--- src/rtl/cdb_writeback_arbiter.sv ---
// Common data bus writeback arbiter: three result FIFOs (ALU, MUL, DIV) feeding
// one registered broadcast port, chosen round-robin, with stall hold, flush and sticky drop flags.
module cdb_writeback_arbiter #(
    parameter int DEPTH = 4
) (
    input  logic        clk,
    input  logic        reset,
    input  logic        alu_done,
    input  logic        mul_done,
    input  logic        div_done,
    input  logic [31:0] alu_value,
    input  logic [31:0] mul_value,
    input  logic [31:0] div_value,
    input  logic [31:0] alu_pc,
    input  logic [31:0] mul_pc,
    input  logic [31:0] div_pc,
    input  logic [7:0]  alu_paddr,
    input  logic [7:0]  mul_paddr,
    input  logic [7:0]  div_paddr,
    output logic        alu_ready,
    output logic        mul_ready,
    output logic        div_ready,
    input  logic        flush,
    input  logic        cdb_stall,
    output logic        cdb_valid,
    output logic [31:0] cdb_value,
    output logic [31:0] cdb_pc,
    output logic [7:0]  cdb_paddr,
    output logic [1:0]  cdb_src,
    output logic [2:0]  overflow
);

    localparam int AW = $clog2(DEPTH);
    localparam int EW = 72;

    logic [2:0]    done_vec;
    logic [EW-1:0] in_entry [3];
    logic [EW-1:0] head [3];
    logic [2:0]    full;
    logic [2:0]    non_empty;
    logic [2:0]    pop;
    logic [2:0]    ovf;

    logic          load;
    logic          grant_any;
    logic [1:0]    grant_src;
    logic [1:0]    start_src;
    logic [1:0]    last_reg;

    logic          cdb_valid_reg;
    logic [31:0]   cdb_value_reg;
    logic [31:0]   cdb_pc_reg;
    logic [7:0]    cdb_paddr_reg;
    logic [1:0]    cdb_src_reg;

    assign done_vec    = {div_done, mul_done, alu_done};
    assign in_entry[0] = {alu_value, alu_pc, alu_paddr};
    assign in_entry[1] = {mul_value, mul_pc, mul_paddr};
    assign in_entry[2] = {div_value, div_pc, div_paddr};

    genvar gi;
    generate
        for (gi = 0; gi < 3; gi++) begin : g_fifo
            logic [EW-1:0] mem [DEPTH];
            logic [AW-1:0] wr_ptr_reg;
            logic [AW-1:0] rd_ptr_reg;
            logic [AW:0]   count_reg;
            logic          ovf_reg;
            logic          push;

            assign full[gi]      = (count_reg == (AW+1)'(DEPTH));
            assign non_empty[gi] = (count_reg != '0);
            assign push          = done_vec[gi] && !full[gi] && !flush;
            assign head[gi]      = mem[rd_ptr_reg];
            assign ovf[gi]       = ovf_reg;

            always_ff @(posedge clk) begin
                if (push) begin
                    mem[wr_ptr_reg] <= in_entry[gi];
                end
            end

            // Pointers wrap naturally because DEPTH is a power of two.
            always_ff @(posedge clk or negedge reset) begin
                if (!reset) begin
                    wr_ptr_reg <= '0;
                    rd_ptr_reg <= '0;
                    count_reg  <= '0;
                end else if (flush) begin
                    wr_ptr_reg <= '0;
                    rd_ptr_reg <= '0;
                    count_reg  <= '0;
                end else begin
                    if (push) begin
                        wr_ptr_reg <= wr_ptr_reg + 1'b1;
                    end
                    if (pop[gi]) begin
                        rd_ptr_reg <= rd_ptr_reg + 1'b1;
                    end
                    case ({push, pop[gi]})
                        2'b10:   count_reg <= count_reg + 1'b1;
                        2'b01:   count_reg <= count_reg - 1'b1;
                        default: count_reg <= count_reg;
                    endcase
                end
            end

            // Drop flag survives flush; only reset clears it.
            always_ff @(posedge clk or negedge reset) begin
                if (!reset) begin
                    ovf_reg <= 1'b0;
                end else if (done_vec[gi] && full[gi] && !flush) begin
                    ovf_reg <= 1'b1;
                end
            end
        end
    endgenerate

    assign alu_ready = !full[0];
    assign mul_ready = !full[1];
    assign div_ready = !full[2];
    assign overflow  = ovf;

    assign start_src = (last_reg == 2'd2) ? 2'd0 : last_reg + 2'd1;
    assign load      = !cdb_valid_reg || !cdb_stall;

    // Scan lowest priority first so the highest-priority non-empty source wins last.
    always_comb begin
        logic [2:0] sum;
        logic [1:0] cand;
        grant_any = 1'b0;
        grant_src = 2'd0;
        sum       = 3'd0;
        cand      = 2'd0;
        for (int k = 2; k >= 0; k--) begin
            sum  = {1'b0, start_src} + 3'(k);
            cand = (sum >= 3'd3) ? 2'(sum - 3'd3) : sum[1:0];
            if (non_empty[cand]) begin
                grant_any = 1'b1;
                grant_src = cand;
            end
        end
    end

    always_comb begin
        pop = 3'b000;
        if (load && grant_any && !flush) begin
            pop[grant_src] = 1'b1;
        end
    end

    always_ff @(posedge clk or negedge reset) begin
        if (!reset) begin
            cdb_valid_reg <= 1'b0;
            cdb_value_reg <= '0;
            cdb_pc_reg    <= '0;
            cdb_paddr_reg <= '0;
            cdb_src_reg   <= '0;
            last_reg      <= 2'd2;
        end else if (flush) begin
            cdb_valid_reg <= 1'b0;
        end else if (load) begin
            if (grant_any) begin
                cdb_valid_reg <= 1'b1;
                {cdb_value_reg, cdb_pc_reg, cdb_paddr_reg} <= head[grant_src];
                cdb_src_reg   <= grant_src;
                last_reg      <= grant_src;
            end else begin
                cdb_valid_reg <= 1'b0;
            end
        end
    end

    assign cdb_valid = cdb_valid_reg;
    assign cdb_value = cdb_value_reg;
    assign cdb_pc    = cdb_pc_reg;
    assign cdb_paddr = cdb_paddr_reg;
    assign cdb_src   = cdb_src_reg;

endmodule

--- config.mk ---
export PLATFORM = sky130hd
export DESIGN_NAME = cdb_writeback_arbiter
export DESIGN_NICKNAME = d
export VERILOG_FILES = /design/src/rtl/cdb_writeback_arbiter.sv
export SDC_FILE = /design/constraint.sdc
export NUM_CORES = 1
export LEC_CHECK = 0
export BUFFER_PORTS_ARGS = -buffer_cell sky130_fd_sc_hd__buf_2
export CAP_MARGIN = 25
export CORE_ASPECT_RATIO = 1.75
export CORE_MARGIN = 8
export CORE_UTILIZATION = 55
export DETAILED_ROUTE_END_ITERATION = 10
export GPL_TIMING_DRIVEN = 0
export HOLD_SLACK_MARGIN = 0.03
export PLACE_DENSITY = 0.76
export SYNTH_ARGS = -nofsm -noshare
export SYNTH_HDL_FRONTEND = slang
export SYNTH_SLANG_ARGS = --single-unit
--- constraint.sdc ---
create_clock -name clk -period 4.2 [get_ports clk]
set_clock_uncertainty 0.2 [all_clocks]
set_input_delay 0.84 -clock clk [delete_from_list [all_inputs] [get_ports clk]]
set_output_delay 0.84 -clock clk [all_outputs]
set_load 0.02 [all_outputs]
==> results.sh <==
export IMPL_cap_violations=0
export IMPL_drt_first_pass_iters=8
export IMPL_hold_class="in -> reg"
export IMPL_largest_register_ffs=864
export IMPL_synth_compound_area_share=0.0307
export IMPL_grt_max_degree=81
export IMPL_cp_arrival_ns=3.76
export IMPL_nFillCells=4257
export IMPL_synth_xor_area_frac=0.00290
export IMPL_final_area_um2=42400
export IMPL_fin_crit_ns=3.39
export IMPL_irDropWorstVdd_mv=0.475
export IMPL_wl_per_cell_um=28.7
export IMPL_cts_tree="yes"
export IMPL_power_density_nw_per_um2=641
export IMPL_io_pins=304
export IMPL_initial_core_util=0.555
export IMPL_synth_top_family_by_area="multiplexers"
export IMPL_drv_slew=0
export IMPL_worst_setup_path_end_kind="flip-flop"
export IMPL_vias=18900
export IMPL_layout_commonest_cell="edfxtp_1"
export IMPL_p_leak_nw=14.2
export IMPL_placed_area_um2=39400
export IMPL_synthMuxAreaShare=0.137
export IMPL_place_congestion=0.792
export IMPL_status="complete, no violations"
export IMPL_synth_edf_count=864
export IMPL_synth_cells=1717
export IMPL_fmax_mhz=295
export IMPL_worst_pin_slew_ns=0.907
export IMPL_min_from="mul_value[25]"
export IMPL_synth_ff_type="edfxtp_1"
export IMPL_setup_viol=0
export IMPL_pre_cts_slack_ns=0.357
export IMPL_path_class="reg -> reg"
export IMPL_synth_adder_area_share=0.00580
export IMPL_path_max_fanout=10
export IMPL_grt_overflow_total=0
export IMPL_final_cell_mix="edfxtp_1, buf_2, mux4_2"
export IMPL_cp_start_kind="flip-flop"
export IMPL_finalWirelength_um=89000
export IMPL_rsz0062_at_grt="false"
export IMPL_hold_end="g_fifo[1].mem[1][65]"
export IMPL_synth_seq_cells=964
export IMPL_drt_initial_drc_count=1819
export IMPL_reg2reg_depth=9
export IMPL_cts_buffers=84
export IMPL_ys_types=48
export IMPL_synth_area_um2=36300
export IMPL_required_ns=4.57
export IMPL_hold_viol_final=0
export IMPL_hpwl_um=59300
export IMPL_hold_ws_ns=0.201
export IMPL_nets=2364
export IMPL_ctsResizeCount=0
export IMPL_setup_tns_ns=0
export IMPL_yosys_warnings=0
export IMPL_syn_nets=1955
export IMPL_worstHoldPathCells=1
export IMPL_via_per_inst=6.07
export IMPL_remaining_drc_errors=0
export IMPL_htree_levels=3
export IMPL_ys_async_sr_fraction=0.104
export IMPL_grtUsageTotal=0.240
export IMPL_ant_nets=0
export IMPL_clock_path_buffers=3
export IMPL_synth_seq_area_share=0.784
export IMPL_r2r_end="g_fifo[0].count_reg[2]"
export IMPL_core_um2=65300
export IMPL_die_w_um=210
export IMPL_layout_drive_gt1_share=0.333
export IMPL_synth_avg_cell_area_um2=21.1
export IMPL_grt_first_pass_wirelength_um=131000
export IMPL_cts_root_buf="clkbuf_16"
export IMPL_dieArea_um2=74700
export IMPL_fin_crit_sh=0.808
export IMPL_insertion_delay_ns=0.65
export IMPL_clkSinkCount=964
export IMPL_synth_simple_area_share=0.0265
export IMPL_finalCoreUtilization=0.649
export IMPL_clkTransAtPathRegs_ns=0.07
export IMPL_antenna_found_initial=41
export IMPL_reg2reg_slack_ns=0.81
export IMPL_timing_rr_start="g_fifo[0].count_reg[1]"
export IMPL_die_y_um=356
export IMPL_area_growth_pct=17.0
export IMPL_rows=124
export IMPL_grt_pass1_vias=20100
export IMPL_io_buffers=302
export IMPL_setup_ws_ns=0.806
export IMPL_slew_limit_headroom=0.394
[logic make-up after synthesis]
group                      count (synthesis)
DFF                                      964
AOI/OAI and AO/OA                        170
buffers and inverters                    103
muxes                                    225
and+or+nand+nor                          228
adders and majority gates                 15
xor gates and xnor gates                  12
[per-stage QoR]
step / total power, W / instances
floorplan: 0.0165 / 1717
global placement: 0.0189 / 2901
detailed placement: 0.0192 / 2919
CTS: 0.0274 / 3078
global route: 0.0282 / 3093
finish: 0.0272 / 3105
[Yosys cell counts (all sizes together), types with 2 or more instances]
master	number	area share
edfxtp	864	0.72
mux4	218	0.14
nand2	165	0.017
dfrtp	99	0.068
a31oi	73	0.013
o22ai	72	0.012
clkbuf	59	0.0061
buf	36	0.0053
nor2	26	0.0027
and2	14	0.0024
ha	12	0.0041
a21oi	9	0.0017
inv	7	0.00072
o21ai	6	0.0012
xnor2	6	0.0014
xor2	6	0.0014
and3	4	0.00069
mux2i	4	0.0011
nor2b	4	0.00069
nor3	4	0.00055
a41o	3	0.00083
fa	3	0.0017
mux2	3	0.00093
nand3	2	0.00028
nand3b	2	0.00041
or2	2	0.00034
or3	2	0.00048
[critical path: stages, from the launching register on]
cell and delay, ns:
dfrtp_1 0.43, nor3_1 0.45, nor2_1 0.17, nand2b_4 0.13
clkbuf_1 0.51, nor2_1 0.14, fa_1 0.44, or2_2 0.31
mux4_2 0.45, nor2_1 0.09
[routing by layer]
| layer | up-vias | GRT usage | wire [um] |
|---|---|---|---|
| li1 | 7925 | - | - |
| met1 | 9882 | 0.290 | 32100 |
| met2 | 840 | 0.414 | 47000 |
| met3 | 188 | 0.0561 | 6950 |
| met4 | 22 | 0.0968 | 2920 |
| met5 | - | 0 | 139 |
[repair_timing]
| item | CTS | global route |
|---|---|---|
| endpoints found under the setup margin | 0 | 0 |
| hold buffers | 1 | 0 |
| buffers inserted | 0 | 0 |
| hold endpoints to repair | 20 | 0 |
[power breakdown]
group,switching (W),internal [W]
clock network,0.00343,0.00481
logic,0.00438,0.00274
registers,0.000456,0.0114
[area by class of cell]
| class | count | area [um^2] | share of cell area |
|---|---|---|---|
| clock buffers | 110 | 2330 | 0.0550 |
| plain buffers | 95 | 415 | 0.00979 |
| multi-input cells | 650 | 7400 | 0.175 |
| well taps | 882 | 1100 | 0.0260 |
| diodes | 25 | 62.6 | 0.00147 |
| flip-flops and latches | 964 | 28400 | 0.671 |
| clock inverters | 48 | 633 | 0.0149 |
| repair buffers | 323 | 1990 | 0.0469 |
| inverters | 8 | 30.0 | 0.000708 |
[how the worst max path moves through the flow]
| stage | start | endpoint | slack [ns] | depth (start not counted) |
|---|---|---|---|---|
| 6_report | g_fifo[0].count_reg[1] | g_fifo[0].count_reg[2] | 0.81 | 9 |
| 5_1_grt | g_fifo[0].count_reg[1] | g_fifo[0].count_reg[2] | 0.61 | 9 |
| 4_1_cts | g_fifo[0].count_reg[1] | g_fifo[0].count_reg[2] | 0.82 | 9 |
| 3_5_place_dp | flush | g_fifo[0].count_reg[2] | 0.36 | 10 |
| 3_3_place_gp | flush | g_fifo[0].mem[0][10] | -1.52 | 4 |
| 2_1_floorplan | flush | g_fifo[1].mem[0][0] | 0.45 | 4 |
Note: power is estimated with default switching activity, not from simulation.
